[src/rtl/hid_axil_bridge.sv]
// AXI4-Lite (64-bit) slave that turns uncached MMIO accesses into single-cycle
// hid_en/hid_we strobes for the peripheral SoC, one transaction at a time.
module hid_axil_bridge #(
    parameter int RD_LATENCY     = 1,
    parameter int AXI_ADDR_WIDTH = 32,
    parameter int HID_ADDR_WIDTH = 18
) (
    input  logic                      msoc_clk,
    input  logic                      rstn,

    input  logic [AXI_ADDR_WIDTH-1:0] s_awaddr,
    input  logic                      s_awvalid,
    output logic                      s_awready,
    input  logic [63:0]               s_wdata,
    input  logic [7:0]                s_wstrb,
    input  logic                      s_wvalid,
    output logic                      s_wready,
    output logic [1:0]                s_bresp,
    output logic                      s_bvalid,
    input  logic                      s_bready,

    input  logic [AXI_ADDR_WIDTH-1:0] s_araddr,
    input  logic                      s_arvalid,
    output logic                      s_arready,
    output logic [63:0]               s_rdata,
    output logic [1:0]                s_rresp,
    output logic                      s_rvalid,
    input  logic                      s_rready,

    output logic                      hid_en,
    output logic [7:0]                hid_we,
    output logic [HID_ADDR_WIDTH-1:0] hid_addr,
    output logic [63:0]               hid_wrdata,
    input  logic [63:0]               hid_rddata
);

    typedef enum logic [2:0] {
        IDLE,
        WR_ISSUE,
        WR_RESP,
        RD_ISSUE,
        RD_WAIT,
        RD_CAPTURE,
        RD_RESP
    } state_t;

    localparam logic [1:0] RESP_OKAY   = 2'b00;
    localparam logic [1:0] RESP_SLVERR = 2'b10;
    localparam logic [2:0] WAIT_INIT   = 3'((RD_LATENCY > 1) ? (RD_LATENCY - 2) : 0);

    state_t                    state;
    logic                      prio_wr;
    logic [2:0]                wait_cnt;
    logic                      wr_elig;
    logic                      rd_elig;
    logic                      grant_wr;
    logic                      grant_rd;
    logic                      aw_err;
    logic                      ar_err;
    logic [HID_ADDR_WIDTH-1:0] wr_hid_addr;
    logic [HID_ADDR_WIDTH-1:0] rd_hid_addr;

    // Handshake readies come straight from IDLE and the arbiter so an accept
    // costs no extra cycle; rstn gates them so nothing is accepted in reset.
    assign wr_elig   = s_awvalid && s_wvalid;
    assign rd_elig   = s_arvalid;
    assign grant_wr  = rstn && (state == IDLE) && wr_elig && (!rd_elig || prio_wr);
    assign grant_rd  = rstn && (state == IDLE) && rd_elig && (!wr_elig || !prio_wr);
    assign s_awready = grant_wr;
    assign s_wready  = grant_wr;
    assign s_arready = grant_rd;

    assign aw_err      = (s_awaddr >> HID_ADDR_WIDTH) != '0;
    assign ar_err      = (s_araddr >> HID_ADDR_WIDTH) != '0;
    assign wr_hid_addr = {s_awaddr[HID_ADDR_WIDTH-1:3], 3'b000};
    assign rd_hid_addr = {s_araddr[HID_ADDR_WIDTH-1:3], 3'b000};

    always_ff @(posedge msoc_clk or negedge rstn) begin
        if (!rstn) begin
            state      <= IDLE;
            prio_wr    <= 1'b1;
            wait_cnt   <= '0;
            hid_en     <= 1'b0;
            hid_we     <= '0;
            hid_addr   <= '0;
            hid_wrdata <= '0;
            s_bvalid   <= 1'b0;
            s_bresp    <= RESP_OKAY;
            s_rvalid   <= 1'b0;
            s_rresp    <= RESP_OKAY;
            s_rdata    <= '0;
        end else begin
            // Strobes are single-cycle; hid_addr/hid_wrdata hold their value.
            hid_en <= 1'b0;
            hid_we <= '0;
            case (state)
                IDLE: begin
                    if (grant_wr) begin
                        prio_wr <= 1'b0;
                        if (aw_err) begin
                            state    <= WR_RESP;
                            s_bvalid <= 1'b1;
                            s_bresp  <= RESP_SLVERR;
                        end else begin
                            state      <= WR_ISSUE;
                            hid_en     <= |s_wstrb;
                            hid_we     <= s_wstrb;
                            hid_addr   <= wr_hid_addr;
                            hid_wrdata <= s_wdata;
                        end
                    end else if (grant_rd) begin
                        prio_wr <= 1'b1;
                        if (ar_err) begin
                            state    <= RD_RESP;
                            s_rvalid <= 1'b1;
                            s_rresp  <= RESP_SLVERR;
                            s_rdata  <= '0;
                        end else begin
                            state    <= RD_ISSUE;
                            hid_en   <= 1'b1;
                            hid_addr <= rd_hid_addr;
                        end
                    end
                end
                WR_ISSUE: begin
                    state    <= WR_RESP;
                    s_bvalid <= 1'b1;
                    s_bresp  <= RESP_OKAY;
                end
                WR_RESP: begin
                    if (s_bready) begin
                        state    <= IDLE;
                        s_bvalid <= 1'b0;
                    end
                end
                RD_ISSUE: begin
                    if (RD_LATENCY > 1) begin
                        state    <= RD_WAIT;
                        wait_cnt <= WAIT_INIT;
                    end else begin
                        state <= RD_CAPTURE;
                    end
                end
                RD_WAIT: begin
                    if (wait_cnt == 3'd0) begin
                        state <= RD_CAPTURE;
                    end else begin
                        wait_cnt <= wait_cnt - 3'd1;
                    end
                end
                RD_CAPTURE: begin
                    state    <= RD_RESP;
                    s_rdata  <= hid_rddata;
                    s_rresp  <= RESP_OKAY;
                    s_rvalid <= 1'b1;
                end
                RD_RESP: begin
                    if (s_rready) begin
                        state    <= IDLE;
                        s_rvalid <= 1'b0;
                    end
                end
                default: state <= IDLE;
            endcase
        end
    end

endmodule

[config.mk]
export PLATFORM = sky130hd
export DESIGN_NAME = hid_axil_bridge
export DESIGN_NICKNAME = d
export VERILOG_FILES = /design/src/rtl/hid_axil_bridge.sv
export SDC_FILE = /design/constraint.sdc
export NUM_CORES = 1
export LEC_CHECK = 0
export ABC_CLOCK_PERIOD_IN_PS = 1990
export CAP_MARGIN = 25
export CORE_AREA = 2 2 145 147
export CTS_CLUSTER_DIAMETER = 80
export DETAILED_ROUTE_END_ITERATION = 16
export DIE_AREA = 0 0 147 149
export GPL_ROUTABILITY_DRIVEN = 0
export PLACE_DENSITY = 0.71
export SYNTH_ARGS = -nofsm -noshare
export SYNTH_HDL_FRONTEND = slang
export SYNTH_SLANG_ARGS = --single-unit
[constraint.sdc]
create_clock -name msoc_clk -period 1.99 [get_ports msoc_clk]
set_input_delay 0.398 -clock msoc_clk [delete_from_list [all_inputs] [get_ports msoc_clk]]
set_output_delay 0.398 -clock msoc_clk [all_outputs]
set_load 0.1 [all_outputs]
==> flow_metrics.tcl, run 1 <==
set metrics [dict create \
    drt_iter0_markers 185 \
    clk_latency_ps 410 \
    netlist_area_um2 6405 \
    path_class "reg2out" \
    synthAdderAreaFrac 0.003907 \
    synth_xor_area_frac 0.001367 \
    synth_commonest_cells "dfrtp_1 (162), a22o_1 (64), mux2_2 (52)" \
    yosys.area_share.simple 0.04434 \
    fillers 1764 \
    routedWlPerCell_um 17.70 \
    drc 0 \
    tightest_slew_ps 894.0 \
    synth_top_family_by_area "multiplexers" \
    post_synth_inst_count 453 \
    cpLargestDelayFamily "flip-flops" \
    yosys.cell_count.top_type "dfrtp_1" \
    synth.distinct_cells 39 \
    synth_edf_count 0 \
    yosysTopAreaCell "dfrtp_1" \
    maxSlewViolCount 0 \
    cts_made_buffers 17 \
    layout_setup_ws_ps -119.0 \
    max-slew-margin-rel 0.4040 \
    io_pins 371 \
    grt_pass1_wl_um 28350 \
    layout-drive-gt1-share 0.3734 \
    p_leak_uw 0.005553 \
    drt_pass1_iterations 4 \
    ant_nets 0 \
    hold_violations 0 \
    synth-compound-area-share 0.1366 \
    worstSetupStartpointType "register" \
    via_count 5340 \
    fin_crit_sh 1.060 \
    cellPowerDensity_nw_per_um2 1070 \
    grt.overflow.total 0 \
    synth.area.top_cells "dfrtp_1 (63%), mux2_2 (9.1%), a22o_1 (8.8%)" \
    finish.instance_area_um2 11250 \
    ys_seq_elements 163 \
    grt_max_degree 152 \
    synth_top_area_frac 0.6329 \
    htree_levels 4 \
    drt_wl_total_um 20180 \
    rows 53 \
    arrival_ps 1710 \
    core-area_um2 20560 \
    rsz0062_at_grt "true" \
    dpl.hpwl_um 13710 \
    antenna_found_initial 0 \
    syn_avg_cell_area_um2 14.14 \
    finalSetupViolCount 69 \
    cp_data_required_time_ps 1590 \
    failed_checks "negative setup slack" \
    start_util 0.3116 \
    synthArstFlopShare 1.000 \
    max-cap-violations 0 \
    cts-root-buf "clkbuf_16" \
    yosysWarnings 0 \
    numPortBuffers 359 \
    final_nets 1062 \
    die-area_um2 21900 \
    final.setup.tns_ps -3465 \
    multi_input_area_um2 2256 \
    cts.sinks 163 \
    hold_path.class "in2async" \
    cts.reportedPaths.clkPinSlew_ps 70 \
    cpMaxStageDelayCell "dfstp_2" \
    critPathMaxStageDelay_ps 540 \
    dpl-instance-area_um2 10170 \
    via_per_inst 4.684 \
    reg2reg_from "prio_wr" \
    ys.flop_type "dfrtp_1" \
    status "complete, but fails checks" \
    fin_crit_ps 2109 \
    cts_tree "built" \
    postLayoutCoreUtil 0.5472 \
    ys_seq_area_frac 0.6370 \
    grtUsageTotal 0.1643 \
    cts_buffer_depth 2 \
    cp_cell_sequence "nand2b_1 -> nand3_2 -> buf_6 -> clkinvlp_4 -> buf_12" \
    peakVddDrop_mv 0.9463 \
    end_kind "output port" \
    startpoint "prio_wr" \
    antenna_cells 0 \
    max_freq_mhz 474.2 \
    area_delta_synth_final_pct 75.64 \
    crit_buf_inv 3 \
    die_w_um 147 \
    fin_skew_ps 11.88 \
    grt_pass1_vias 5212 \
    dieHeight_um 149 \
    seq_area_um2 4080 \
    yosys-mux-area-fraction 0.1391 \
    cp_max_fo 4 \
]
[per-layer routing]
layer  GRT usage  routed length (um)  up-vias
met5           0                   0        -
met4     0.05385                 378        0
met3     0.04465                1345       27
met1      0.2092                8410     2635
li1            -                   -     2458
met2      0.2735               10050      220
[report_power, final]
group          total, uW  internal [uW]  switching (uW)
Sequential          3930           3690             236
Combinational       4990           1550            3440
Clock               3120           1670            1450
[per-stage QoR]
step	power, uW	cells	hold WS (ps)	setup WS [ps]
after floorplan	7351	457	102.4	-42.90
after global placement	8652	1086	350.6	-376.9
after detailed placement	8683	1086	353.2	-364.4
after CTS	11900	1125	447.6	-130.5
after global routing	12540	1140	475.4	-204.2
final	12040	1140	467.9	-119.0
[sequential cells by signal (all words and copies together) (netlist names)]
name,cells
s_rresp,1
hid_addr,15
prio_wr,1
s_rvalid,1
s_bresp,1
wait_cnt,3
state,3
hid_wrdata,64
s_rdata,64
hid_we,8
hid_en,1
s_bvalid,1
[worst paths after layout]
| check | end | slack, ps | cells after the start |
|---|---|---|---|
| max | s_wready | -120 | 5 |
| min | hid_addr[12] | 470 | 3 |
| max reg2reg | hid_wrdata[22] | -90 | 8 |
| min reg2reg | s_rvalid | 490 | 2 |
| max in group asynchronous | wait_cnt[1] | 390 | 4 |
| min in group msoc_clk | s_rvalid | 490 | 2 |
[tightest hold or removal path: cells and delay by family]
kind                   cells  cell delay (ps)
buffers and inverters      3              850
[layout by cell type, fill, tap and decap left out, types with 6 or more instances in the layout]
| cell | count |
|---|---|
| a21oi_1 | 11 |
| a22o_1 | 64 |
| and2_1 | 6 |
| buf_12 | 13 |
| buf_4 | 180 |
| buf_6 | 8 |
| clkbuf_16 | 26 |
| clkdlybuf4s50_1 | 198 |
| dfrtp_1 | 162 |
| mux2_1 | 6 |
| mux2_2 | 34 |
| mux2_4 | 24 |
| mux2i_1 | 17 |
| nand2_1 | 6 |
| nor2_1 | 8 |
| nor4_1 | 6 |
| o21ai_0 | 19 |
| o21ai_1 | 12 |
[repair_timing]
| action | 4_1_cts | 5_1_grt |
|---|---|---|
| pin swaps | 6 | 5 |
| endpoints found under the hold margin | 11 | 0 |
| resized for setup | 13 | 34 |
| cloned | 0 | 12 |
| endpoints found under the setup margin | 3 | 145 |
| buffers inserted | 8 | 5 |
| hold buffers | 1 | 0 |
[cell families after synthesis]
group | Yosys count
flip-flops | 163
other | 1
adder cells (fa/ha/maj) | 2
buffers and inverters | 41
AO/OA/AOI/OAI | 116
XOR/XNOR | 1
multiplexers | 81
AND/OR/NAND/NOR | 48
[final cells by class]
type,count,share of cell area
Inverter,5,0.002002
Timing Repair Buffer,413,0.3546
Clock buffer,18,0.03904
Tap cell,275,0.03059
Multi-Input combinational cell,253,0.2005
Sequential cell,163,0.3627
Clock inverter,13,0.01057
(Power assumes the default switching activity.)
==> run 2, diff against run 1 <==
- SKIP_CTS_REPAIR_TIMING: default -> 1
==> flow_metrics.tcl, run 2 (synthesis results as in run 1) <==
set metrics [dict create \
    status "complete, but fails checks" \
    failed_checks "negative setup slack" \
    drc 0 \
    drt_wl_total_um 18600 \
    finish.instance_area_um2 10790 \
    die-area_um2 21900 \
    routedWlPerCell_um 16.56 \
    start_util 0.3116 \
    grt_max_degree 152 \
    htree_levels 4 \
    end_kind "output port" \
    max-slew-margin-rel 0.4213 \
    p_sw_frac 0.4268 \
    via_per_inst 4.583 \
    cts.sinks 163 \
    max-cap-violations 0 \
    finalNonFillerCells 1123 \
    cts_tree "built" \
    area_delta_synth_final_pct 68.51 \
    ant_nets 0 \
    maxSlewViolCount 0 \
    power.internal_uw 6741 \
    p_total_uw 11760 \
    grt.overflow.total 0 \
    cpLargestDelayFamily "simple AND/OR/NAND/NOR gates" \
    finalSetupViolCount 8 \
    peakVddDrop_mv 0.9477 \
    layout-drive-gt1-share 0.3479 \
    cts-root-buf "clkbuf_16" \
    cts.reportedPaths.clkPinSlew_ps 70 \
    hold_path.class "in2async" \
    cp_max_fo 4 \
    drt_pass1_iterations 4 \
    dieHeight_um 149 \
    drt_iter0_markers 159 \
    dp_cells 1086 \
    fin_crit_sh 1.094 \
    p_leak_uw 0.005357 \
    cts_made_buffers 17 \
    via_count 5147 \
    arrival_ps 1780 \
    path_class "reg2out" \
    layout_setup_ws_ps -186.3 \
    fin_skew_ps 10.51 \
    cts_buffer_depth 2 \
    rows 53 \
    antenna_found_initial 0 \
    seqPwrFrac 0.334 \
    core-area_um2 20560 \
    crit_buf_inv 3 \
    cp_data_required_time_ps 1590 \
    grtUsageTotal 0.1628 \
    p_sw_uw 5020 \
    cellPowerDensity_nw_per_um2 1090 \
    hold_violations 0 \
    rsz0062_at_grt "true" \
    fin_crit_ps 2176 \
    io_pins 371 \
    r2r_slack_ps -20 \
    dp_worst_setup_slack_ps -364.4 \
    antenna_cells 0 \
    top_regs "hid_wrdata x64, s_rdata x64, hid_addr x15" \
    p_comb_frac 0.402 \
    tightest_slew_ps 868.1 \
    cpMaxStageDelayCell "dfrtp_1" \
    final_cell_mix "clkdlybuf4s50_1 (199), buf_4 (181), dfrtp_1 (162)" \
    grt_pass1_vias 5189 \
    final_common_cell "clkdlybuf4s50_1" \
    max_freq_mhz 459.5 \
    grt_pass1_wl_um 28020 \
    dpl-instance-area_um2 10170 \
    critPathMaxStageDelay_ps 410 \
    die_w_um 147 \
    worstSetupStartpointType "register" \
    final_nets 1045 \
    numPortBuffers 359 \
    dpl.hpwl_um 13710 \
    cp_cell_sequence "nor4b_4 -> nand3_2 -> buf_6 -> clkinvlp_4 -> buf_12" \
    clk_latency_ps 410 \
    power.share.clock 0.264 \
]
## run 2: layout make-up
| type | count | area [um^2] |
|---|---|---|
| Fill cell | 1813 | 9764 |
| Sequential cell | 163 | 4080 |
| Timing Repair Buffer | 396 | 3635 |
| Multi-Input combinational cell | 253 | 2153 |
| Clock buffer | 18 | 439.2 |
| Tap cell | 275 | 344.1 |
| Clock inverter | 13 | 118.9 |
| Inverter | 5 | 22.52 |
## run 2: worst min-delay path, delay by kind of cell
family	cells	cell delay [ps]
buffers and inverters	3	840
## run 2: worst paths after layout
path / startpoint / to / cells after the start
hold / removal: rstn / hid_addr[6] / 3
hold reg to reg: hid_wrdata[56] / hid_wrdata[56] / 1
setup / recovery: state[2] / s_wready / 5
max in group asynchronous: rstn / wait_cnt[0] / 4
setup reg to reg: state[2] / s_rdata[48] / 8
min in group msoc_clk: hid_wrdata[56] / hid_wrdata[56] / 1
## run 2: per-layer routing
layer  wire (um)  GRT usage
met4         402    0.05529
met5           0          0
met3        1184    0.04343
met2        9213     0.2707
met1        7793     0.2073
## run 2: metrics by stage
stage	hold slack [ps]	utilization	TNS, ps
after floorplan	102.4	-	-42.90
after global placement	350.6	0.4945	-37110
after detailed placement	353.2	0.4945	-36440
after CTS	-101.3	0.5217	-730.7
after global routing	461.5	0.5250	-3771
final	466.3	0.5250	-507.3
## run 2: power groups by stage
stage	logic (uW)	clock network, uW	registers (uW)
after floorplan	1050	0	6300
after global placement	4680	0	3980
after detailed placement	4710	0	3970
after CTS	4710	3220	3930
after global routing	4920	3370	3980
final	4730	3110	3930
==> run 3, diff against run 2 <==
- SKIP_LAST_GASP: default -> 1
==> flow_metrics.tcl, run 3 (synthesis results as in run 1) <==
set metrics [dict create \
    fillers 1813 \
    end_kind "output port" \
    grt_pass1_vias 5189 \
    critPathMaxStageDelay_ps 410 \
    drt_pass1_iterations 4 \
    dp_cells 1086 \
    r2r_slack_ps -10 \
    clk_latency_ps 410 \
    cp_cell_sequence "nor4b_4 -> nand3_2 -> buf_6 -> clkinvlp_4 -> buf_12" \
    failed_checks "negative setup slack" \
    via_per_inst 4.565 \
    finalSetupViolCount 11 \
    top_usage_layer "met2" \
    antenna_found_initial 0 \
    drt_iter0_markers 168 \
    max_freq_mhz 460.1 \
    grt_max_degree 152 \
    dpl-instance-area_um2 10170 \
    layout_setup_ws_ps -183.3 \
    seq_area_um2 4080 \
    antenna_cells 0 \
    dpl.hpwl_um 13710 \
    tightest_slew_ps 865.8 \
    cts-root-buf "clkbuf_16" \
    worstSetupStartpointType "register" \
    use_met2 0.2707 \
    cts.reportedPaths.clkPinSlew_ps 70 \
    fin_crit_sh 1.092 \
    drc 0 \
    cts_buffer_depth 2 \
    dieHeight_um 149 \
    htree_levels 4 \
    finish.instance_area_um2 10790 \
    top_regs "hid_wrdata x64, s_rdata x64, hid_addr x15" \
    area_delta_synth_final_pct 68.45 \
    numPortBuffers 359 \
    multi_input_area_um2 2153 \
    grt_util_met1 0.2073 \
    hold_violations 0 \
    layout-drive-gt1-share 0.3479 \
    grt.overflow.total 0 \
    start_util 0.3116 \
    postLayoutCoreUtil 0.5248 \
    rsz0062_at_grt "true" \
    peakVddDrop_mv 0.9479 \
    final_common_cell "clkdlybuf4s50_1" \
    hold_path.class "in2async" \
    die-area_um2 21900 \
    dp_worst_setup_slack_ps -364.4 \
    drt_wl_total_um 18610 \
    use_met3 0.04343 \
    fin_crit_ps 2173 \
    cts_tree "built" \
    max-slew-margin-rel 0.4228 \
    final_nets 1045 \
    core-area_um2 20560 \
    routedWlPerCell_um 16.57 \
    status "complete, but fails checks" \
    via_count 5126 \
    die_w_um 147 \
    maxSlewViolCount 0 \
    cellPowerDensity_nw_per_um2 1090 \
    cts.sinks 163 \
    final_cell_mix "clkdlybuf4s50_1 (199), buf_4 (182), dfrtp_1 (162)" \
    io_pins 371 \
    rows 53 \
    cp_data_required_time_ps 1590 \
    grtUsageTotal 0.1628 \
    fin_skew_ps 10.79 \
    cpMaxStageDelayCell "dfrtp_1" \
    arrival_ps 1780 \
    reg2reg_depth 8 \
    ant_nets 0 \
    max-cap-violations 0 \
    path_class "reg2out" \
    cp_max_fo 4 \
    cts_made_buffers 17 \
    finalNonFillerCells 1123 \
    p_leak_uw 0.005357 \
    grt_pass1_wl_um 28020 \
]
run 3: through the flow:
step / power (uW) / hold WS, ps / setup TNS, ps
2_1_floorplan: 7351 / 102.4 / -42.90
3_3_place_gp: 8652 / 350.6 / -37110
3_5_place_dp: 8683 / 353.2 / -36440
4_1_cts: 11850 / -101.3 / -730.7
5_1_grt: 12260 / 461.5 / -4509
6_report: 11760 / 464.1 / -477.2
run 3: path summary, 6_finish.rpt:
kind,from,to
setup / recovery,state[2],s_wready
hold / removal,rstn,hid_addr[6]
setup reg to reg,state[2],s_rdata[8]
hold reg to reg,hid_wrdata[56],hid_wrdata[56]
max in group asynchronous,rstn,wait_cnt[0]
min in group msoc_clk,hid_wrdata[56],hid_wrdata[56]
run 3: routing by layer:
layer / routed length, um / up-vias
met3: 1147 / 28
li1: - / 2419
met2: 9207 / 198
met5: 0 / -
met4: 402 / 0
met1: 7848 / 2481
run 3: cell type report:
cell class                      count  share of cell area
Sequential cell                   163              0.3782
Timing Repair Buffer              396              0.3365
Multi-Input combinational cell    253              0.1996
Clock buffer                       18             0.04071
Tap cell                          275             0.03189
Clock inverter                     13             0.01102
Inverter                            5            0.002087
run 3: critical path: cells and delay by family (launching register included):
family	cells	cell delay [ps]
and+or+nand+nor	2	490
buffers and inverters	3	470
DFF	1	410
run 3: where the power goes:
part | internal [uW] | switching, uW | total (uW)
clock network | 1670 | 1440 | 3110
registers | 3690 | 234 | 3930
logic | 1380 | 3350 | 4730
total | 6740 | 5020 | 11800
